==> config.mk <==
export PLATFORM = sky130hd
export DESIGN_NAME = divider8bit_seq_flat
export DESIGN_NICKNAME = d
export VERILOG_FILES = /design/src/rtl/divider8bit_seq_pkg.sv /design/src/rtl/divider8bit_seq_if.sv /design/src/rtl/divider8bit_seq_div_step.sv /design/src/rtl/divider8bit_seq.sv /design/src/flat_wrapper.sv
export SDC_FILE = /design/constraint.sdc
export NUM_CORES = 1
export LEC_CHECK = 0
export BUFFER_PORTS_ARGS = -buffer_cell sky130_fd_sc_hd__buf_4
export CAP_MARGIN = 20
export CORE_MARGIN = 1.5
export CORE_UTILIZATION = 35
export CTS_CLUSTER_DIAMETER = 200
export DETAILED_ROUTE_END_ITERATION = 8
export GPL_ROUTABILITY_DRIVEN = 0
export PLACE_DENSITY = 0.64
export SYNTH_ARGS = -nofsm -noshare
export SYNTH_HDL_FRONTEND = slang
export SYNTH_SLANG_ARGS = --single-unit
==> constraint.sdc <==
create_clock -name clk -period 6.6 [get_ports clk]
set_clock_uncertainty 0.2 [all_clocks]
set_input_delay 0.99 -clock clk [delete_from_list [all_inputs] [get_ports clk]]
set_output_delay 0.99 -clock clk [all_outputs]
set_load 0.05 [all_outputs]
==> src/rtl/divider8bit_seq_pkg.sv <==
// Shared definitions for the sequential divider: state encoding, widths,
// the most-negative operand constant and the ALU opcode that selects divide.
package divider8bit_seq_pkg;

   typedef enum logic [1:0] {
      IDLE = 2'd0,
      CALC = 2'd1,
      FIX  = 2'd2,
      DONE = 2'd3
   } state_t;

   localparam int DIV_WIDTH = 8;
   localparam int CNT_W     = $clog2(DIV_WIDTH + 1);

   localparam logic [DIV_WIDTH-1:0] MOST_NEG = 8'h80;

   // Opcode the ALU decoder uses to hand an operation to this unit.
   localparam logic [3:0] OP_DIV = 4'd12;

endpackage

==> src/rtl/divider8bit_seq_if.sv <==
// Request/response bundle between the controller (master) and the divider (slave).
interface divider8bit_seq_if import divider8bit_seq_pkg::*; #(parameter int WIDTH = DIV_WIDTH) ();

   logic             start;
   logic [WIDTH-1:0] a;
   logic [WIDTH-1:0] b;
   logic             busy;
   logic             done;
   logic [WIDTH-1:0] quotient;
   logic [WIDTH-1:0] remainder;
   logic             div_zero;
   logic             OF;
   logic             zero;

   modport master (
      output start, a, b,
      input  busy, done, quotient, remainder, div_zero, OF, zero
   );

   modport slave (
      input  start, a, b,
      output busy, done, quotient, remainder, div_zero, OF, zero
   );

endinterface

==> src/rtl/divider8bit_seq_div_step.sv <==
// One restoring-division step: shift the partial remainder left with the next
// dividend bit, try to subtract the divisor, keep the difference if it is not
// negative. The shifted value and trial difference carry one extra bit so a
// divisor magnitude of 2^(WIDTH-1) (most-negative operand) still fits.
module div_step #(
   parameter int WIDTH = 8
) (
   input  logic [WIDTH-1:0] rem_in,
   input  logic             in_bit,
   input  logic [WIDTH-1:0] divisor,
   output logic [WIDTH-1:0] rem_out,
   output logic             q_bit
);

   logic [WIDTH:0] shifted;
   logic [WIDTH:0] trial;

   // Trial subtraction and restore decision.
   always_comb begin
      shifted = {rem_in, in_bit};
      trial   = shifted - {1'b0, divisor};
      if (trial[WIDTH] == 1'b0) begin
         rem_out = trial[WIDTH-1:0];
         q_bit   = 1'b1;
      end else begin
         rem_out = shifted[WIDTH-1:0];
         q_bit   = 1'b0;
      end
   end

endmodule

==> src/rtl/divider8bit_seq.sv <==
// Iterative restoring divider with start/busy/done handshake. Works on operand
// magnitudes for WIDTH steps, then applies signs: quotient truncates toward
// zero, remainder follows the dividend sign. Divide-by-zero short-circuits.
module divider8bit_seq import divider8bit_seq_pkg::*; #(
   parameter int WIDTH  = DIV_WIDTH,
   parameter int SIGNED = 1
) (
   input  logic             clk,
   input  logic             rst,
   divider8bit_seq_if.slave bus
);

   localparam int             CW        = $clog2(WIDTH + 1);
   localparam logic           IS_SIGNED = (SIGNED != 0);
   localparam logic [WIDTH-1:0] MNEG    = {1'b1, {(WIDTH-1){1'b0}}};
   localparam logic [WIDTH-1:0] ALL_ONE = {WIDTH{1'b1}};
   localparam logic [WIDTH-1:0] ALL_ZRO = {WIDTH{1'b0}};

   state_t           state;
   logic             sign_q;
   logic             sign_r;
   logic             ovf;
   logic [WIDTH-1:0] mag_b;
   logic [WIDTH-1:0] quo;    // dividend magnitude shifts out the top, quotient bits enter the bottom
   logic [WIDTH-1:0] rem;
   logic [CW-1:0]    count;

   logic [WIDTH-1:0] step_rem;
   logic             step_q;
   logic [WIDTH-1:0] quo_fix;
   logic [WIDTH-1:0] rem_fix;

   // Two's-complement magnitude; the most-negative value maps to 2^(WIDTH-1) unsigned.
   function automatic logic [WIDTH-1:0] magnitude(input logic [WIDTH-1:0] v);
      if (IS_SIGNED && v[WIDTH-1]) begin
         magnitude = ALL_ZRO - v;
      end else begin
         magnitude = v;
      end
   endfunction

   div_step #(.WIDTH(WIDTH)) u_step (
      .rem_in  (rem),
      .in_bit  (quo[WIDTH-1]),
      .divisor (mag_b),
      .rem_out (step_rem),
      .q_bit   (step_q)
   );

   // Sign fix-up of the finished magnitudes.
   always_comb begin
      quo_fix = quo;
      rem_fix = rem;
      if (sign_q) begin
         quo_fix = ALL_ZRO - quo;
      end else begin
         quo_fix = quo;
      end
      if (sign_r) begin
         rem_fix = ALL_ZRO - rem;
      end else begin
         rem_fix = rem;
      end
   end

   // Control FSM, iteration counter and registered result/flag outputs.
   always_ff @(posedge clk) begin
      if (rst) begin
         state         <= IDLE;
         sign_q        <= 1'b0;
         sign_r        <= 1'b0;
         ovf           <= 1'b0;
         mag_b         <= ALL_ZRO;
         quo           <= ALL_ZRO;
         rem           <= ALL_ZRO;
         count         <= {CW{1'b0}};
         bus.busy      <= 1'b0;
         bus.done      <= 1'b0;
         bus.quotient  <= ALL_ZRO;
         bus.remainder <= ALL_ZRO;
         bus.div_zero  <= 1'b0;
         bus.OF        <= 1'b0;
         bus.zero      <= 1'b0;
      end else begin
         bus.done <= 1'b0;
         case (state)
            IDLE: begin
               if (bus.start) begin
                  sign_q       <= IS_SIGNED & (bus.a[WIDTH-1] ^ bus.b[WIDTH-1]);
                  sign_r       <= IS_SIGNED & bus.a[WIDTH-1];
                  ovf          <= IS_SIGNED & (bus.a == MNEG) & (bus.b == ALL_ONE);
                  quo          <= magnitude(bus.a);
                  mag_b        <= magnitude(bus.b);
                  rem          <= ALL_ZRO;
                  count        <= {CW{1'b0}};
                  bus.busy     <= 1'b1;
                  bus.OF       <= 1'b0;
                  bus.zero     <= 1'b0;
                  if (bus.b == ALL_ZRO) begin
                     bus.quotient  <= ALL_ONE;
                     bus.remainder <= bus.a;
                     bus.div_zero  <= 1'b1;
                     bus.done      <= 1'b1;
                     state         <= DONE;
                  end else begin
                     bus.div_zero  <= 1'b0;
                     state         <= CALC;
                  end
               end else begin
                  state <= IDLE;
               end
            end
            CALC: begin
               rem   <= step_rem;
               quo   <= {quo[WIDTH-2:0], step_q};
               count <= count + CW'(1);
               if (count == CW'(WIDTH - 1)) begin
                  state <= FIX;
               end else begin
                  state <= CALC;
               end
            end
            FIX: begin
               bus.quotient  <= quo_fix;
               bus.remainder <= rem_fix;
               bus.OF        <= ovf;
               bus.zero      <= (quo_fix == ALL_ZRO);
               bus.done      <= 1'b1;
               state         <= DONE;
            end
            DONE: begin
               bus.busy <= 1'b0;
               state    <= IDLE;
            end
            default: begin
               bus.busy <= 1'b0;
               state    <= IDLE;
            end
         endcase
      end
   end

endmodule

==> src/flat_wrapper.sv <==
// flat-port wrapper written by rule: the top's interface ports become plain ports
module divider8bit_seq_flat import divider8bit_seq_pkg::*;
#(
   parameter int WIDTH  = DIV_WIDTH,
   parameter int SIGNED = 1
)
  (clk, rst, bus_start, bus_a, bus_b, bus_busy, bus_done, bus_quotient, bus_remainder, bus_div_zero, bus_OF, bus_zero);
  divider8bit_seq_if #(.WIDTH(WIDTH)) bus_i ();
  input  logic clk;
  input  logic rst;
  input wire logic [$bits(bus_i.start)-1:0] bus_start;
  input wire logic [$bits(bus_i.a)-1:0] bus_a;
  input wire logic [$bits(bus_i.b)-1:0] bus_b;
  output wire logic [$bits(bus_i.busy)-1:0] bus_busy;
  output wire logic [$bits(bus_i.done)-1:0] bus_done;
  output wire logic [$bits(bus_i.quotient)-1:0] bus_quotient;
  output wire logic [$bits(bus_i.remainder)-1:0] bus_remainder;
  output wire logic [$bits(bus_i.div_zero)-1:0] bus_div_zero;
  output wire logic [$bits(bus_i.OF)-1:0] bus_OF;
  output wire logic [$bits(bus_i.zero)-1:0] bus_zero;
  assign bus_i.start = bus_start;
  assign bus_i.a = bus_a;
  assign bus_i.b = bus_b;
  assign bus_busy = bus_i.busy;
  assign bus_done = bus_i.done;
  assign bus_quotient = bus_i.quotient;
  assign bus_remainder = bus_i.remainder;
  assign bus_div_zero = bus_i.div_zero;
  assign bus_OF = bus_i.OF;
  assign bus_zero = bus_i.zero;
  divider8bit_seq #(.WIDTH(WIDTH), .SIGNED(SIGNED)) u_core (.clk(clk), .rst(rst), .bus(bus_i));
endmodule
[Yosys cells after proc, flatten, opt, wreduce, memory -nomap -nowiden]
Index checks and enable logic that the tools add are counted.
Storage, ports and cells
  flip-flop bits (word level): 54
  input port bits: 19
  output and inout port bits: 21
  logic and storage cells: 72
Operators by class
  add/subtract/negate cells: 6
  eq/ne operators: 8
  muxes and demuxes: 30
  bitwise logic cells: 2
  reductions and logical operators: 11
Operators by type and width (count)
  8-bit 2-to-1 mux: 11
  8-bit case mux with 2 select lines: 4
  1-bit by 8-bit subtractor with 8-bit output (first input constant): 4
  8-bit == test (second input constant): 2
  8-bit logical NOT: 2
  9-bit by 8-bit subtractor with 9-bit output: 1
  1-bit case mux with 2 select lines: 4
  2-bit case mux with 4 select lines: 1
  4-bit case mux with 2 select lines: 1
  2-bit AND reduction: 4
  2-bit 2-to-1 mux: 3
  2-bit nonzero test: 3
  1-bit 2-to-1 mux: 5
  4-bit by 1-bit adder with 4-bit output (second input constant): 1
  2-bit == test (second input constant): 2
  4-bit by 3-bit == test with 1-bit output (second input constant): 1
  4-bit 2-to-1 mux: 1
  3-bit AND reduction: 1
  2-bit by 1-bit == test with 1-bit output (second input constant): 1
  2-bit logical NOT: 1
  2-bit by 1-bit != test with 1-bit output (second input constant): 1
  2-bit != test (second input constant): 1
  1-bit AND: 1
  1-bit bitwise XOR: 1

[Depth between registers and ports, before layout]
  word-level depth: 4
  mapped depth: 10
  gate-level depth less buffers: 10

[By module]
Synthesis repeated with hierarchy kept, for this count alone.
Second synthesis, totals
  cells, all modules: 388
  area, all modules: 3163.0 um2
By module, submodules not included
  divider8bit_seq: instances 1, cells each 330, area an instance 2677.6 um2, sequential area each 1081.0 um2
  div_step: instances 1, cells each 58, area an instance 485.5 um2, sequential area each 0.0 um2

[Worst setup path before layout]
OpenSTA, ideal clock, no wires.
  path kind: in2reg
  start point: in bus_b[2]
  end point: reg u_core.bus.quotient[0]
  setup time: 0.086 ns
  arrival time: 2.577 ns
  required time: 6.314 ns
  slack: 3.738 ns
  stages: 6
  path buffers: 1
  cell sequence: or4_4 nor4_4 or2_1 buf_6 nor2_1 a211oi_1
On the way
  word-level cells in the longest chain between the ends: 3
RTL lines
  start, declared: line flat_wrapper.sv:13  | input wire logic [$bits(bus_i.b)-1:0] bus_b;
  8-bit logical NOT: line divider8bit_seq.sv:99  | if (bus.b == ALL_ZRO) begin
  2-bit by 1-bit != test with 1-bit output (no source line)
  3-bit AND reduction (no source line)
  end signal, assigned: line divider8bit_seq.sv:124  | bus.quotient <= quo_fix;
  end, declared: line divider8bit_seq_if.sv:22  | output busy, done, quotient, remainder, div_zero, OF, zero
Every way passes these cells.
A chain may end at the register's enable or synchronous reset.

[Worst setup path after layout]
  start point: in bus_b[2]
  end point: reg u_core.bus.quotient[4]
The elaborated chain is that of the path after synthesis.

==> flow_metrics.env <==
export IMPL_critPathLaunchType="primary input"
export IMPL_cts_buffers=5
export IMPL_finalSetupViolCount=0
export IMPL_ys_ff_latch=54
export IMPL_syn_area_per_cell_um2=8.214
export IMPL_slowest_delay_ns=0.67
export IMPL_drive_gt1_share_pct=12.75
export IMPL_p_switching_uw=260.1
export IMPL_fmax_ghz=0.3275
export IMPL_grt_max_degree=51
export IMPL_insertion_delay_ns=0.30
export IMPL_syn_to_final_growth_pct=14.83
export IMPL_setup_slack_ns=3.546
export IMPL_r2r_slack_ns=3.70
export IMPL_layout_commonest_cell="nor2_1"
export IMPL_routedWlPerCell_um=14.53
export IMPL_antenna_found_initial=0
export IMPL_vdd_drop_max_v=0.00009011
export IMPL_synth_main_ff_cell="dfxtp_1"
export IMPL_hold_end="u_core.bus.remainder[3]"
export IMPL_first_global_vias=2615
export IMPL_worst_slew_pin_slew_ns=1.055
export IMPL_power_internal_uw=527.5
export IMPL_cts_max_level=2
export IMPL_synthCells=377
export IMPL_yosys_warnings=0
export IMPL_netlist_area_um2=3097
export IMPL_start_util_pct=35.86
export IMPL_critPathKind="in -> reg"
export IMPL_chipHeight_um=97.06
export IMPL_ant_nets=0
export IMPL_fin_cells=516
export IMPL_ioPinCount=40
export IMPL_drt_total_wl_mm=7.495
export IMPL_leakage_uw=0.001389
export IMPL_first_pass_iters=5
export IMPL_cts_sinks=54
export IMPL_path_depth=6
export IMPL_cts_path_max_buffers=2
export IMPL_core_um2=8636
export IMPL_crit_buf_inv=1
export IMPL_final_cell_mix="nor2_1, dfxtp_1, buf_4"
export IMPL_synth_distinct_cells=48
export IMPL_end_kind="flip-flop"
export IMPL_sw_frac_of_total_pct=33.02
export IMPL_vias=2732
export IMPL_drc=0
export IMPL_r2r_start="u_core.quo[7]"
export IMPL_critPathRequiredTime_ns=6.61
export IMPL_power_density_nw_per_um2=221.5
export IMPL_crit_arrival_ns=3.07
export IMPL_port_buffer_count=39
export IMPL_cts_setup_buffers=0
export IMPL_die_w_um=97.06
export IMPL_cts_tree="done"
export IMPL_rsz0062_at_grt="false"
export IMPL_min_path_type="reg -> reg"
export IMPL_drtIter0Drc=109
export IMPL_ctsHoldBuffers=0
export IMPL_tns_ns=0
export IMPL_pwr_share_clk_pct=24.4
export IMPL_period_share_pct=46.27
export IMPL_path_cells="buf_4 -> or4_4 -> nor4_4 -> or2_1 -> nor2_1 -> a211oi_1"
export IMPL_hold_start="u_core.bus.remainder[3]"
export IMPL_grt_pass1_wl_mm=12.74
export IMPL_ys_async_sr_fraction_pct=0
export IMPL_crit_path_max_fanout=10
export IMPL_r2r_cells=10
export IMPL_cp_top_family="simple AND/OR/NAND/NOR gates"
export IMPL_via_per_inst=5.295
export IMPL_holdPathStages=2
export IMPL_synth_fp_nets=412
export IMPL_maxCapViolCount=0
export IMPL_cts_resized=0
export IMPL_rows=34
export IMPL_worst_path_max_delay_cell="nor4_4"
export IMPL_die_area_um2=9421
export IMPL_slew_viol_final=0
export IMPL_fin_crit_ns=3.054
export IMPL_fillers=897
export IMPL_max_slew_margin_rel_pct=29.42
export IMPL_seq_power_share_pct=46.6
export IMPL_grt_overflow_total=0
export IMPL_ys_seq_area_share_pct=34.91
export IMPL_synth_edf_count=0
export IMPL_status="finished, final reports clean"
export IMPL_cts_root_buf="clkbuf_8"
export IMPL_hold_viol_final=0
export IMPL_comb_power_share_pct=29.0
export IMPL_dp_cells=508
export IMPL_path_clk_slew_ns=0.10
export IMPL_r2r_end="u_core.rem[0]"
export IMPL_fin_nets=442
export IMPL_gr_usage_all_layers_pct=16.27
export IMPL_antenna_cells=0
export IMPL_holdWs_ns=0.2569
export IMPL_pre_cts_slack_ns=3.239
export IMPL_post_dp_hpwl_mm=5.688
per-stage QoR:
stage / power [uW] / util (%) / instance area, um2
5_1_grt: 838.6 / 41.18 / 3556
6_report: 787.5 / 41.18 / 3556
2_1_floorplan: 545.7 / - / 3097
3_5_place_dp: 601.7 / 40.08 / 3461
4_1_cts: 794.5 / 41.18 / 3556
3_3_place_gp: 596.5 / 40.08 / 3461
cells by family (layout without fill, tap and decap cells):
family	Yosys count	in the layout	share of synthesized area [%]
buf+inv	38	69	4.848
simple gates	128	128	19.27
flops	54	54	34.91
mux	14	14	4.565
xor+xnor	29	29	8.202
fa+ha+maj	16	16	6.707
compound gates	98	98	21.50
state kept, by name, summed over array words and instances (netlist names):
name                  flops
u_core.mag_b              8
u_core.state              2
u_core.bus.done           1
u_core.bus.zero           1
u_core.bus.busy           1
u_core.quo                8
u_core.ovf                1
u_core.bus.div_zero       1
u_core.rem                8
u_core.bus.remainder      8
u_core.bus.quotient       8
u_core.sign_q             1
u_core.count              4
u_core.bus.OF             1
u_core.sign_r             1
cell type report:
type	instances	area [um2]	area share (%)
Clock buffer	6	82.58	2.322
Sequential cell	54	1081	30.40
Timing Repair Buffer	40	300.3	8.445
Inverter	21	78.83	2.217
Multi-Input combinational cell	285	1866	52.46
Tap cell	108	135.1	3.800
Clock inverter	2	12.51	0.3519
synth_stat cells (5+ instances only):
cell,instances,area (um2)
ha_1,15,187.7
inv_1,20,75.07
nand2b_1,6,37.54
nand3_1,6,30.03
a211oi_1,21,157.7
a22oi_1,5,37.54
nor2_1,56,210.2
xnor2_1,19,166.4
o21ai_0,14,70.07
nand2_1,32,120.1
clkbuf_1,13,48.80
dfxtp_1,54,1081
xor2_1,10,87.58
o31ai_1,11,82.58
a21oi_1,19,95.09
nor3_1,7,35.03
mux2i_1,13,130.1
how the worst max path moves through the flow:
stage                     slack [ns]     start                       to
after detailed placement        3.24  bus_b[2]  u_core.bus.remainder[1]
after global routing            3.40  bus_b[2]   u_core.bus.quotient[4]
after floorplan                 3.74  bus_b[2]   u_core.bus.quotient[0]
after CTS                       3.54  bus_b[2]  u_core.bus.remainder[1]
final                           3.55  bus_b[2]   u_core.bus.quotient[4]
after global placement          3.31  bus_b[2]  u_core.bus.remainder[3]
power groups by stage:
stage	clock network, uW	logic (uW)	registers [uW]
2_1_floorplan	0	179	367
3_3_place_gp	0	223	374
3_5_place_dp	0	227	374
4_1_cts	200	228	367
5_1_grt	211	256	371
6_report	192	228	367
metal layers:
layer / routed length [um] / vias to the layer above / part of all wire [%] / track usage, %
li1: - / 1405 / - / -
met1: 3635 / 1261 / 48 / 22.37
met2: 3417 / 62 / 46 / 26.79
met3: 374 / 4 / 5.0 / 2.734
met4: 66 / 0 / 0.88 / 3.567
met5: 0 / - / 0 / 0
worst reg2reg max path, stage by stage (launching register included):
cell      delay, ns
dfxtp_1        0.38
inv_1          0.12
ha_1           0.16
inv_1          0.07
fa_1           0.43
a211oi_1       0.30
nor3b_1        0.12
mux2i_1        0.18
nor2_2         0.46
nand2_1        0.10
a32o_1         0.26
Power figures use the tool's default switching activity.
